[src/rtl/fetch_unit_pkg.sv]
// Shared ISA/fetch defines plus the fetch state type and opcode helper.
// The `define block doubles as defines.vh: WIDTH, opcodes, state encoding, opcode field position.
`ifndef FETCH_DEFINES_VH
`define FETCH_DEFINES_VH
`define WIDTH 32
`define NOP 5'd0
`define MOV 5'd1
`define ADD 5'd2
`define SUB 5'd3
`define BR 5'd4
`define HALT 5'd31
`define FETCH_RUN 1'b0
`define FETCH_HALTED 1'b1
`define FETCH_OPC_LSB (`WIDTH-5)
`endif

package fetch_unit_pkg;

  typedef enum logic {
    FETCH_RUN_S    = `FETCH_RUN,
    FETCH_HALTED_S = `FETCH_HALTED
  } fetch_state_t;

  localparam int PC_W = 32;

  function automatic logic [4:0] opcode_of(input logic [`WIDTH-1:0] w, input int lsb);
    return w[lsb +: 5];
  endfunction

endpackage

[src/rtl/fetch_unit.sv]
// Instruction fetch stage: PC register, valid/ready output register, RUN/HALTED FSM.
// Optional FETCH_PERF_CNT_EN adds fetch_count / stall_count performance counters.
//
// state   | meaning
// RUN     | fetching; loads whenever the output register is empty or being drained
// HALTED  | HALT fetched; pc parked at HALT+1 until redirect or reset
module fetch_unit
  import fetch_unit_pkg::*;
#(
  parameter logic [31:0] RESET_PC = 32'd0,
  parameter int          OPC_LSB  = `WIDTH-5
) (
  input  logic              clk,
  input  logic              rst,
  output logic [31:0]       pc,
  input  logic [`WIDTH-1:0] inst,
  output logic [`WIDTH-1:0] out_inst,
  output logic [31:0]       out_pc,
  output logic              out_valid,
  input  logic              out_ready,
  input  logic              redirect_valid,
  input  logic [31:0]       redirect_pc,
  output logic              halted
`ifdef FETCH_PERF_CNT_EN
  ,
  output logic [31:0]       fetch_count,
  output logic [31:0]       stall_count
`endif
);

  fetch_state_t      state, state_nx;
  logic [31:0]       pc_nx, out_pc_nx;
  logic [`WIDTH-1:0] out_inst_nx;
  logic              out_valid_nx;
  logic              load;

  assign load   = (state == FETCH_RUN_S) && (!out_valid || out_ready);
  assign halted = (state == FETCH_HALTED_S);

  // Redirect beats everything, including the HALT detect of a concurrent load.
  always_comb begin
    state_nx     = state;
    pc_nx        = pc;
    out_pc_nx    = out_pc;
    out_inst_nx  = out_inst;
    out_valid_nx = out_valid;
    if (redirect_valid) begin
      pc_nx        = redirect_pc;
      out_valid_nx = 1'b0;
      state_nx     = FETCH_RUN_S;
    end else if (load) begin
      out_inst_nx  = inst;
      out_pc_nx    = pc;
      out_valid_nx = 1'b1;
      pc_nx        = pc + 32'd1;
      if (opcode_of(inst, OPC_LSB) == `HALT)
        state_nx = FETCH_HALTED_S;
    end else if (out_valid && out_ready) begin
      out_valid_nx = 1'b0;
    end
  end

  always_ff @(posedge clk or posedge rst) begin
    if (rst) begin
      state     <= FETCH_RUN_S;
      pc        <= RESET_PC;
      out_pc    <= 32'd0;
      out_inst  <= '0;
      out_valid <= 1'b0;
    end else begin
      state     <= state_nx;
      pc        <= pc_nx;
      out_pc    <= out_pc_nx;
      out_inst  <= out_inst_nx;
      out_valid <= out_valid_nx;
    end
  end

`ifdef FETCH_PERF_CNT_EN
  always_ff @(posedge clk or posedge rst) begin
    if (rst) begin
      fetch_count <= 32'd0;
      stall_count <= 32'd0;
    end else begin
      if (load && !redirect_valid)
        fetch_count <= fetch_count + 32'd1;
      if (out_valid && !out_ready && !redirect_valid)
        stall_count <= stall_count + 32'd1;
    end
  end
`endif

endmodule
[config.mk]
export PLATFORM = sky130hd
export DESIGN_NAME = fetch_unit
export DESIGN_NICKNAME = d
export VERILOG_FILES = /design/src/rtl/fetch_unit_pkg.sv /design/src/rtl/fetch_unit.sv
export SDC_FILE = /design/constraint.sdc
export NUM_CORES = 1
export LEC_CHECK = 0
export ABC_AREA = 1
export CAP_MARGIN = 10
export CELL_PAD_IN_SITES_DETAIL_PLACEMENT = 1
export CELL_PAD_IN_SITES_GLOBAL_PLACEMENT = 1
export CORE_ASPECT_RATIO = 0.5
export CORE_MARGIN = 2
export CORE_UTILIZATION = 25
export CTS_CLUSTER_SIZE = 10
export DETAILED_ROUTE_END_ITERATION = 8
export PLACE_DENSITY = 0.66
export SETUP_SLACK_MARGIN = 0.02
export SYNTH_ARGS = -nofsm -noshare
export SYNTH_HDL_FRONTEND = slang
export SYNTH_SLANG_ARGS = --single-unit
[constraint.sdc]
create_clock -name clk -period 4.3 [get_ports clk]
set_input_delay 0.645 -clock clk [delete_from_list [all_inputs] [get_ports clk]]
set_output_delay 0.645 -clock clk [all_outputs]
set_load 0.02 [all_outputs]
==> summary.md, run 1 <==
| Metric | Value |
|---|---|
| Metal3 WL | 519 µm |
| CP top delay family | buffers and inverters |
| Post-cts gate resize count | 0 |
| Min Tclk post-route | 2.35 ns |
| Root buffer cell | clkbuf_16 |
| Synth cell types | 29 |
| Crit path max fanout | 52 |
| Syn Area/Cell | 7.50 µm² |
| Syn Nets | 732 |
| RSZ-0062 raised after global routing | no |
| CTS Buffer Depth | 2 |
| First-pass GRT wire length | 28.1 mm |
| Sequential share of the synthesized area | 49.3% |
| ANT cells | 0 |
| Port buffer count | 165 |
| MaxCap Viol Count | 0 |
| HP Class | flop to flop |
| Final GP Congestion | 0.766 |
| Leakage | 3.33 nW |
| Maximum vdd drop | 142 µV |
| Number of global-route vias before repair | 5046 |
| Fmax | 425 MHz |
| # nets final | 888 |
| Critical-path cell list | clkdlybuf4s50_1, buf_4, nor2_4, inv_2, buf_12, nand2_1, o21ai_0 |
| Congestion Overflow GR | 0 |
| Die Span X | 203 µm |
| Setup Skew | 0.00846 ns |
| Starting Density | 25.6% |
| Worst setup margin | 1.95 ns |
| Crit share post-route | 54.8% |
| Synth-to-layout area growth | 44.3% |
| Post-place setup slack | 1.58 ns |
| Syn. warnings | 0 |
| DP HPWL | 12.7 mm |
| Num CTS Buffers | 9 |
| CTS tree | done |
| Post-CTS setup buffer count | 0 |
| Most common cell after layout, fill and taps aside | nand2_1 |
| DR iter-0 viols | 179 |
| # hold bufs at CTS | 0 |
| WS Path Type | input pin to flop |
| Worst path bufs/invs | 4 |
| Final hold vios | 0 |
| Detailed Routing Iterations Pass 1 | 4 |
| Core Rows | 36 |
| Post-synthesis instance total | 663 |
| Power Density | 405 nW/µm² |
| DR WL met2 | 8.14 mm |
| WHS | 0.470 ns |
| Post-Route WL | 17.2 mm |
| Arrival time of the worst setup path | 2.61 ns |
| Largest net degree at the start of global routing | 53 |
| Gr usage total | 16.8% |
| Post-Syn Area | 4970 µm² |
| Uppermost routed layer | met4 |
| Status | finished, final reports clean |
| Worst EP required | 4.56 ns |
| Die area | 21100 µm² |
| I/O pin count | 166 |
| Layout cell share with drive strength beyond 1 | 6.07% |
| Count of final setup violators | 0 |
| Slew margin rel. | 47.8% |
| Drt wl/cell | 15.8 µm |
| Vias | 4798 |
| # H-tree levels | 3 |
| Initial antenna violation count | 0 |
| Worst-Skew Late Latency | 0.35 ns |
| Commonest cells after routing, fill and taps aside | nand2_1, clkdlybuf4s50_1, dfrtp_1, nor2_1, inv_1 |
| Core ar. | 19500 µm² |
| CP Capture Type | flop |
| Crit path largest cell delay | 0.58 ns |
| Yosys reg bits | 98 |
| Vias per cell | 4.40 |
| M1 wire length | 8.44 mm |
| Slew Limit Fails | 0 |
| Slew @ Worst Pin | 0.783 ns |
| Slowest cell on the critical path | inv_2 |
| CTS Sinks | 98 |
| DRC violations left | 0 |
| Fin Setup TNS | 0 ns |
| DRT antenna net count | 0 |
| Crit start category | input pin |
| Reg clk slew, reported paths | 0.06 ns |
| DIE HEIGHT | 104 µm |
-- area by class of cell --
cell class / instances / area [µm²]
Clock buffer: 15 / 288
Clock inverter: 1 / 30.0
Fill cell: 2415 / 12300
Inverter: 51 / 194
Multi-Input combinational cell: 488 / 2170
Sequential cell: 98 / 2450
Tap cell: 266 / 333
Timing Repair Buffer: 171 / 1710
-- state kept, by name, summed over array words and instances, names as in the netlist --
signal / flops
halted: 1
out_inst: 32
out_pc: 32
out_valid: 1
pc: 32
-- final timing paths --
path                                           end               startpoint  cells after the start  slack (ns)
setup / recovery            out_pc[16]$_DFFE_PP0P_           redirect_valid                      7        1.95
hold / removal             out_inst[2]$_DFFE_PP0P_  out_inst[2]$_DFFE_PP0P_                      2        0.47
setup reg to reg            out_pc[16]$_DFFE_PP0P_       halted$_DFFE_PP0P_                      7        2.41
hold reg to reg            out_inst[2]$_DFFE_PP0P_  out_inst[2]$_DFFE_PP0P_                      2        0.47
max in group asynchronous   out_pc[24]$_DFFE_PP0P_                      rst                      3        2.70
min in group asynchronous  out_inst[2]$_DFFE_PP0P_                      rst                      2        0.76
-- worst min-delay path, stage by stage, from the launching register on --
cell,delay (ns)
dfrtp_1,0.34
nand2_1,0.05
nand2_1,0.04
-- cells by family after synthesis --
kind of cell               Yosys count  synth area share (%)
adders and majority gates            1                 0.252
buffers and inverters               77                  7.12
and+or+nand+nor                    412                  35.0
DFF                                 98                  49.3
xor gates and xnor gates             1                 0.176
AOI/OAI and AO/OA                   74                  8.13
-- through the flow --
| stage | area [µm²] | util, % | cells | power [mW] |
|---|---|---|---|---|
| after floorplan | 4970 | - | 663 | 1.61 |
| after global placement | 6860 | 35.3 | 1074 | 2.05 |
| after detailed placement | 6860 | 35.3 | 1074 | 2.07 |
| after CTS | 7180 | 36.9 | 1090 | 2.96 |
| after global routing | 7180 | 36.9 | 1090 | 3.07 |
| final | 7180 | 36.9 | 1090 | 2.91 |
-- synthesized netlist by cell type --
library cell / instances / share of area (%)
nor3_1: 1 / 0.10
buf_4: 2 / 0.30
nand3_1: 34 / 3.4
a22oi_1: 2 / 0.30
o32ai_1: 1 / 0.18
inv_1: 48 / 3.6
a211oi_1: 1 / 0.15
xor2_1: 1 / 0.18
a31oi_1: 2 / 0.25
nor2_4: 9 / 2.0
dfrtp_1: 98 / 49
ha_1: 1 / 0.25
o21ai_0: 43 / 4.3
nor2_8: 1 / 0.40
o221ai_1: 1 / 0.18
buf_6: 4 / 0.91
clkbuf_1: 5 / 0.38
inv_2: 3 / 0.23
nand2_2: 7 / 0.88
clkbuf_8: 1 / 0.28
a21oi_1: 17 / 1.7
nand2_4: 4 / 0.91
o211ai_1: 6 / 0.91
buf_2: 14 / 1.4
o22ai_1: 1 / 0.13
nor2_1: 61 / 4.6
nand2_1: 287 / 22
and2_1: 3 / 0.38
nor2_2: 5 / 0.63
-- layer usage --
metal	GRT usage (%)	vias to the layer above
met5	0	-
met1	22.6	2349
met4	3.08	0
met3	3.68	8
li1	-	2369
met2	28.1	72
-- where the power goes --
part	switching (mW)	leakage, nW	internal (mW)
logic	0.478	1.99	0.380
clock network	0.353	0.156	0.516
registers	0.124	1.19	1.06
No activity file was read; power rests on OpenSTA's default activity.
==> run 2, diff against run 1 <==
Settings changed: PLACE_DENSITY 0.66 to 0.68.
Clock period 4.3 ns to 1.93 ns, I/O delays scaled along.
==> run 2 against run 1 <==
Effect of this change: setup slack worse by 1.8 ns; sequential power up 120%; utilization is 0.53 points higher; die area is the same; sequential share of layout area fell by 0.47 points; via count up 1.2%; total power grew 120%; final area up 1.4%; register-to-register slack worse by 2.2 ns; wire length rose by 0.47%; critical path type is now flop to output port.
==> summary.md, run 2 (synthesized netlist as in run 1, its figures left out) <==
| Metric | Value |
|---|---|
| Status | finished, final reports clean |
| Crit share post-route | 92.8% |
| DRT antenna net count | 0 |
| Setup Skew | 0.0126 ns |
| CP Capture Type | output port |
| Flop2flop setup slack | 0.25 ns |
| Post-CTS setup buffer count | 0 |
| Reg-to-reg endpoint | pc[26]$_DFFE_PP0P_ |
| HP Class | input pin to async pin |
| R2r startpoint | pc[15]$_DFFE_PP0P_ |
| Reg clk slew, reported paths | 0.08 ns |
| Core ar. | 19500 µm² |
| Die Span X | 203 µm |
| Slew @ Worst Pin | 0.328 ns |
| Post-Route WL | 17.3 mm |
| Fin Setup TNS | 0 ns |
| Detailed Routing Iterations Pass 1 | 4 |
| Commonest cells after routing, fill and taps aside | nand2_1, clkdlybuf4s50_1, dfrtp_1, nor2_1, inv_1 |
| Initial antenna violation count | 0 |
| RSZ-0062 raised after global routing | no |
| Port buffer count | 165 |
| Critical-path cell list | clkdlybuf4s50_1 |
| Slew Limit Fails | 0 |
| Synth-to-layout area growth | 46.4% |
| Maximum vdd drop | 355 µV |
| Cell depth of the worst setup path | 1 |
| Arrival time of the worst setup path | 1.50 ns |
| Vias per cell | 4.42 |
| Worst path bufs/invs | 1 |
| I/O pin count | 166 |
| Die area | 21100 µm² |
| Drt wl/cell | 15.7 µm |
| Num CTS Buffers | 9 |
| CP top delay family | buffers and inverters |
| Final GP Congestion | 0.771 |
| MaxCap Viol Count | 0 |
| First-pass GRT wire length | 28.5 mm |
| Number of global-route vias before repair | 5202 |
| Count of final setup violators | 0 |
| Final hold vios | 0 |
| Fill cells | 2363 |
| Vias | 4855 |
| Starting Density | 25.6% |
| Slew margin rel. | 78.2% |
| Gr usage total | 17.1% |
| Congestion Overflow GR | 0 |
| Critical Path Sink | pc[20] |
| CTS tree | done |
| Slowest cell on the critical path | clkdlybuf4s50_1 |
| DP HPWL | 13.1 mm |
| CTS Sinks | 98 |
| Largest net degree at the start of global routing | 55 |
| WS Path Type | flop to output port |
| CTS Buffer Depth | 2 |
| Final Core Density | 37.4% |
| Core Rows | 36 |
| Crit start category | flop |
| Min Tclk post-route | 1.79 ns |
| DRC violations left | 0 |
| Worst EP required | 1.64 ns |
| DR iter-0 viols | 237 |
| Leakage | 3.38 nW |
| # H-tree levels | 3 |
| Power Density | 892 nW/µm² |
| ANT cells | 0 |
| Layout cell share with drive strength beyond 1 | 7.44% |
| Largest registers | out_inst (32), out_pc (32), pc (32) |
| Crit path max fanout | 6 |
| Crit path largest cell delay | 0.66 ns |
| Worst-Skew Late Latency | 0.35 ns |
| Most common cell after layout, fill and taps aside | nand2_1 |
| Worst Reg2Reg Path Length in Cells | 9 |
| DIE HEIGHT | 104 µm |
| Start point of the critical path | pc[20]$_DFFE_PP0P_ |
| # nets final | 897 |
| Root buffer cell | clkbuf_16 |
| Fmax | 558 MHz |
==> run 2: routing by layer <==
layer | routed length (µm) | up-vias | global-route usage [%]
li1 | - | 2394 | -
met1 | 8120 | 2371 | 21.9
met2 | 8410 | 77 | 29.8
met3 | 581 | 13 | 3.15
met4 | 180 | 0 | 3.70
met5 | 0 | - | 0
==> run 2: how the worst min path moves through the flow <==
| stage | from | endpoint | slack, ns | cells after the start |
|---|---|---|---|---|
| global route | rst | pc[28]$_DFFE_PP0P_ | 0.41 | 3 |
| floorplan | inst[30] | out_inst[30]$_DFFE_PP0P_ | 0.41 | 2 |
| CTS | rst | pc[28]$_DFFE_PP0P_ | 0.40 | 3 |
| finish | rst | out_pc[14]$_DFFE_PP0P_ | 0.40 | 3 |
| detailed placement | out_inst[29]$_DFFE_PP0P_ | out_inst[29]$_DFFE_PP0P_ | 0.46 | 2 |
| global placement | out_inst[20]$_DFFE_PP0P_ | out_inst[20]$_DFFE_PP0P_ | 0.45 | 2 |
==> run 2: cell type report <==
class	instances	area [µm²]	share of cell area, %
sequential	98	2450	33.7
multi-input combinational	488	2170	29.8
timing repair buffer	180	1810	24.9
tap	266	333	4.57
clock buffer	11	253	3.47
inverter	51	195	2.68
clock inverter	5	61.3	0.842
==> run 2: stage by stage <==
stage	hold slack (ns)	total power, mW	setup slack (ns)	cell area [µm²]	std cells
2_1_floorplan	0.406	3.58	0.345	4980	663
5_1_grt	0.409	6.86	0.0844	7280	1099
3_3_place_gp	0.453	4.59	0.0883	6970	1083
3_5_place_dp	0.458	4.64	0.0439	6970	1083
4_1_cts	0.397	6.61	0.0811	7280	1099
6_report	0.397	6.50	0.139	7280	1099
==> run 2: what timing repair did <==
action                                  CTS  global route
resized for setup                         0             1
hold buffers                              0             0
hold endpoints to repair                  0             0
endpoints found under the setup margin    0             1
==> run 2: where the power goes <==
part | internal [mW] | switching, mW | leakage (nW)
clock network | 1.09 | 0.847 | 0.156
registers | 2.35 | 0.266 | 1.18
logic | 0.872 | 1.08 | 2.04
total | 4.31 | 2.19 | 3.38
==> run 3, diff against run 2 <==
Settings changed: CORE_MARGIN 2 to not set, CORE_UTILIZATION 25 to 29, PLACE_DENSITY 0.68 to 0.77, TNS_END_PERCENT set to 20.
==> run 3 against run 2 <==
Effect of this change: die area down 16%; sequential share of layout area grew 0.44 points; largest cell class unchanged; final cell count decreased by 3.5%; non-clock buffer count increased by 2; clock power fell by 13%; clock-buffer cell count decreased by 2; clock skew fell by 0.0043 ns; sequential cell count stayed put; utilization up 6.0 points; setup slack lost 0.0055 ns; critical path type unchanged; largest power group unchanged.
==> summary.md, run 3 (synthesized netlist as in run 1, its figures left out) <==
| Metric | Value |
|---|---|
| Internal power | 4.09 mW |
| CTS Buffer Depth | 2 |
| Slew margin rel. | 68.3% |
| CTS tree | done |
| Critical-path cell list | clkdlybuf4s50_1 |
| CTS Sinks | 98 |
| Arrival time of the worst setup path | 1.51 ns |
| Gr usage total | 18.7% |
| Leakage | 3.35 nW |
| Slew @ Worst Pin | 0.475 ns |
| Power Density | 868 nW/µm² |
| # H-tree levels | 3 |
| Post-placement cell count | 1046 |
| Layout Cells excl Fill | 1061 |
| Maximum vdd drop | 517 µV |
| Drt wl/cell | 15.2 µm |
| Clock power frac | 26.9% |
| Worst path bufs/invs | 1 |
| Num CTS Buffers | 9 |
| Post-place setup slack | -0.0383 ns |
| Commonest cells after routing, fill and taps aside | nand2_1, clkdlybuf4s50_1, dfrtp_1, nor2_1, inv_1 |
| Die Span X | 187 µm |
| Starting Density | 30.0% |
| Fin Setup TNS | 0 ns |
| MaxCap Viol Count | 0 |
| WHS | 0.424 ns |
| Largest net degree at the start of global routing | 68 |
| Core Rows | 33 |
| # nets final | 899 |
| # hold bufs at CTS | 0 |
| Final GP Congestion | 0.787 |
| Crit share post-route | 93.1% |
| HP Class | input pin to async pin |
| Slowest cell on the critical path | clkdlybuf4s50_1 |
| Switching power | 2.14 mW |
| Reg clk slew, reported paths | 0.07 ns |
| First-pass GRT wire length | 26.2 mm |
| Crit path max fanout | 6 |
| Detailed Routing Iterations Pass 1 | 4 |
| Vias | 4851 |
| Number of global-route vias before repair | 5030 |
| DIE HEIGHT | 94.6 µm |
| DRT antenna net count | 0 |
| Port buffer count | 165 |
| Gate power share | 31.1% |
| Largest registers | out_inst (32), out_pc (32), pc (32) |
| CP Capture Type | output port |
| Final hold vios | 0 |
| Vias per cell | 4.57 |
| DRC violations left | 0 |
| Crit path largest cell delay | 0.66 ns |
| Flop2flop setup slack | 0.29 ns |
| Worst setup margin | 0.133 ns |
| Crit start category | flop |
| Net switching share of the total power | 34.4% |
| Congestion Overflow GR | 0 |
| Min Tclk post-route | 1.80 ns |
| Part of the power in registers | 42.0% |
| ANT cells | 0 |
| Start point of the critical path | pc[26]$_DFFE_PP0P_ |
| Initial antenna violation count | 0 |
| Worst EP required | 1.64 ns |
| Post-Route WL | 16.2 mm |
| DP HPWL | 12.4 mm |
| DR iter-0 viols | 189 |
| Root buffer cell | clkbuf_16 |
| Worst-Skew Late Latency | 0.34 ns |
| I/O pin count | 166 |
| R2r startpoint | pc[0]$_DFFE_PP0P_ |
| Die area | 17700 µm² |
| Layout cell share with drive strength beyond 1 | 7.43% |
| Fmax | 557 MHz |
| Core ar. | 16600 µm² |
| Count of final setup violators | 0 |
| Setup Skew | 0.00831 ns |
| RSZ-0062 raised after global routing | no |
| Post-cts gate resize count | 0 |
| Status | finished, final reports clean |
| WS Path Type | flop to output port |
| Post-CTS setup buffer count | 0 |
| CP top delay family | buffers and inverters |
| Most common cell after layout, fill and taps aside | nand2_1 |
| Slew Limit Fails | 0 |
| Synth-to-layout area growth | 44.5% |
==> run 3: power by group through the flow <==
stage | sequential [mW] | combinational (mW) | clock [mW]
global placement | 2.65 | 1.92 | 0
CTS | 2.62 | 1.97 | 1.73
detailed placement | 2.66 | 1.97 | 0
floorplan | 2.97 | 0.606 | 0
finish | 2.62 | 1.94 | 1.68
global route | 2.66 | 2.11 | 1.79
==> run 3: cell type report <==
class | count | area, µm²
Inverter | 51 | 195
Clock buffer | 9 | 225
Clock inverter | 6 | 43.8
Timing Repair Buffer | 182 | 1820
Fill cell | 2023 | 9370
Tap cell | 227 | 284
Sequential cell | 98 | 2450
Multi-Input combinational cell | 488 | 2170
==> run 3: layer usage <==
| metal | global-route usage, % | share of wire [%] | vias to the layer above |
|---|---|---|---|
| met5 | 0 | 0 | - |
| met4 | 3.62 | 0.67 | 0 |
| met3 | 3.46 | 3.5 | 8 |
| met2 | 33.2 | 49 | 93 |
| met1 | 24.1 | 47 | 2356 |
| li1 | - | - | 2394 |
==> run 3: final timing paths <==
path                                       endpoint  depth (start not counted)
setup / recovery                             pc[26]                          1
hold / removal             out_inst[10]$_DFFE_PP0P_                          3
setup reg to reg                 pc[10]$_DFFE_PP0P_                          8
hold reg to reg            out_inst[23]$_DFFE_PP0P_                          2
max in group asynchronous  out_inst[28]$_DFFE_PP0P_                          3
min in group clk           out_inst[23]$_DFFE_PP0P_                          2
==> run 3: metrics by stage <==
step	total power [mW]	instance area, µm²	utilization [%]
6_report	6.24	7180	43.4
2_1_floorplan	3.58	4980	-
5_1_grt	6.57	7180	43.4
3_3_place_gp	4.57	6920	41.8
4_1_cts	6.33	7180	43.4
3_5_place_dp	4.63	6920	41.8
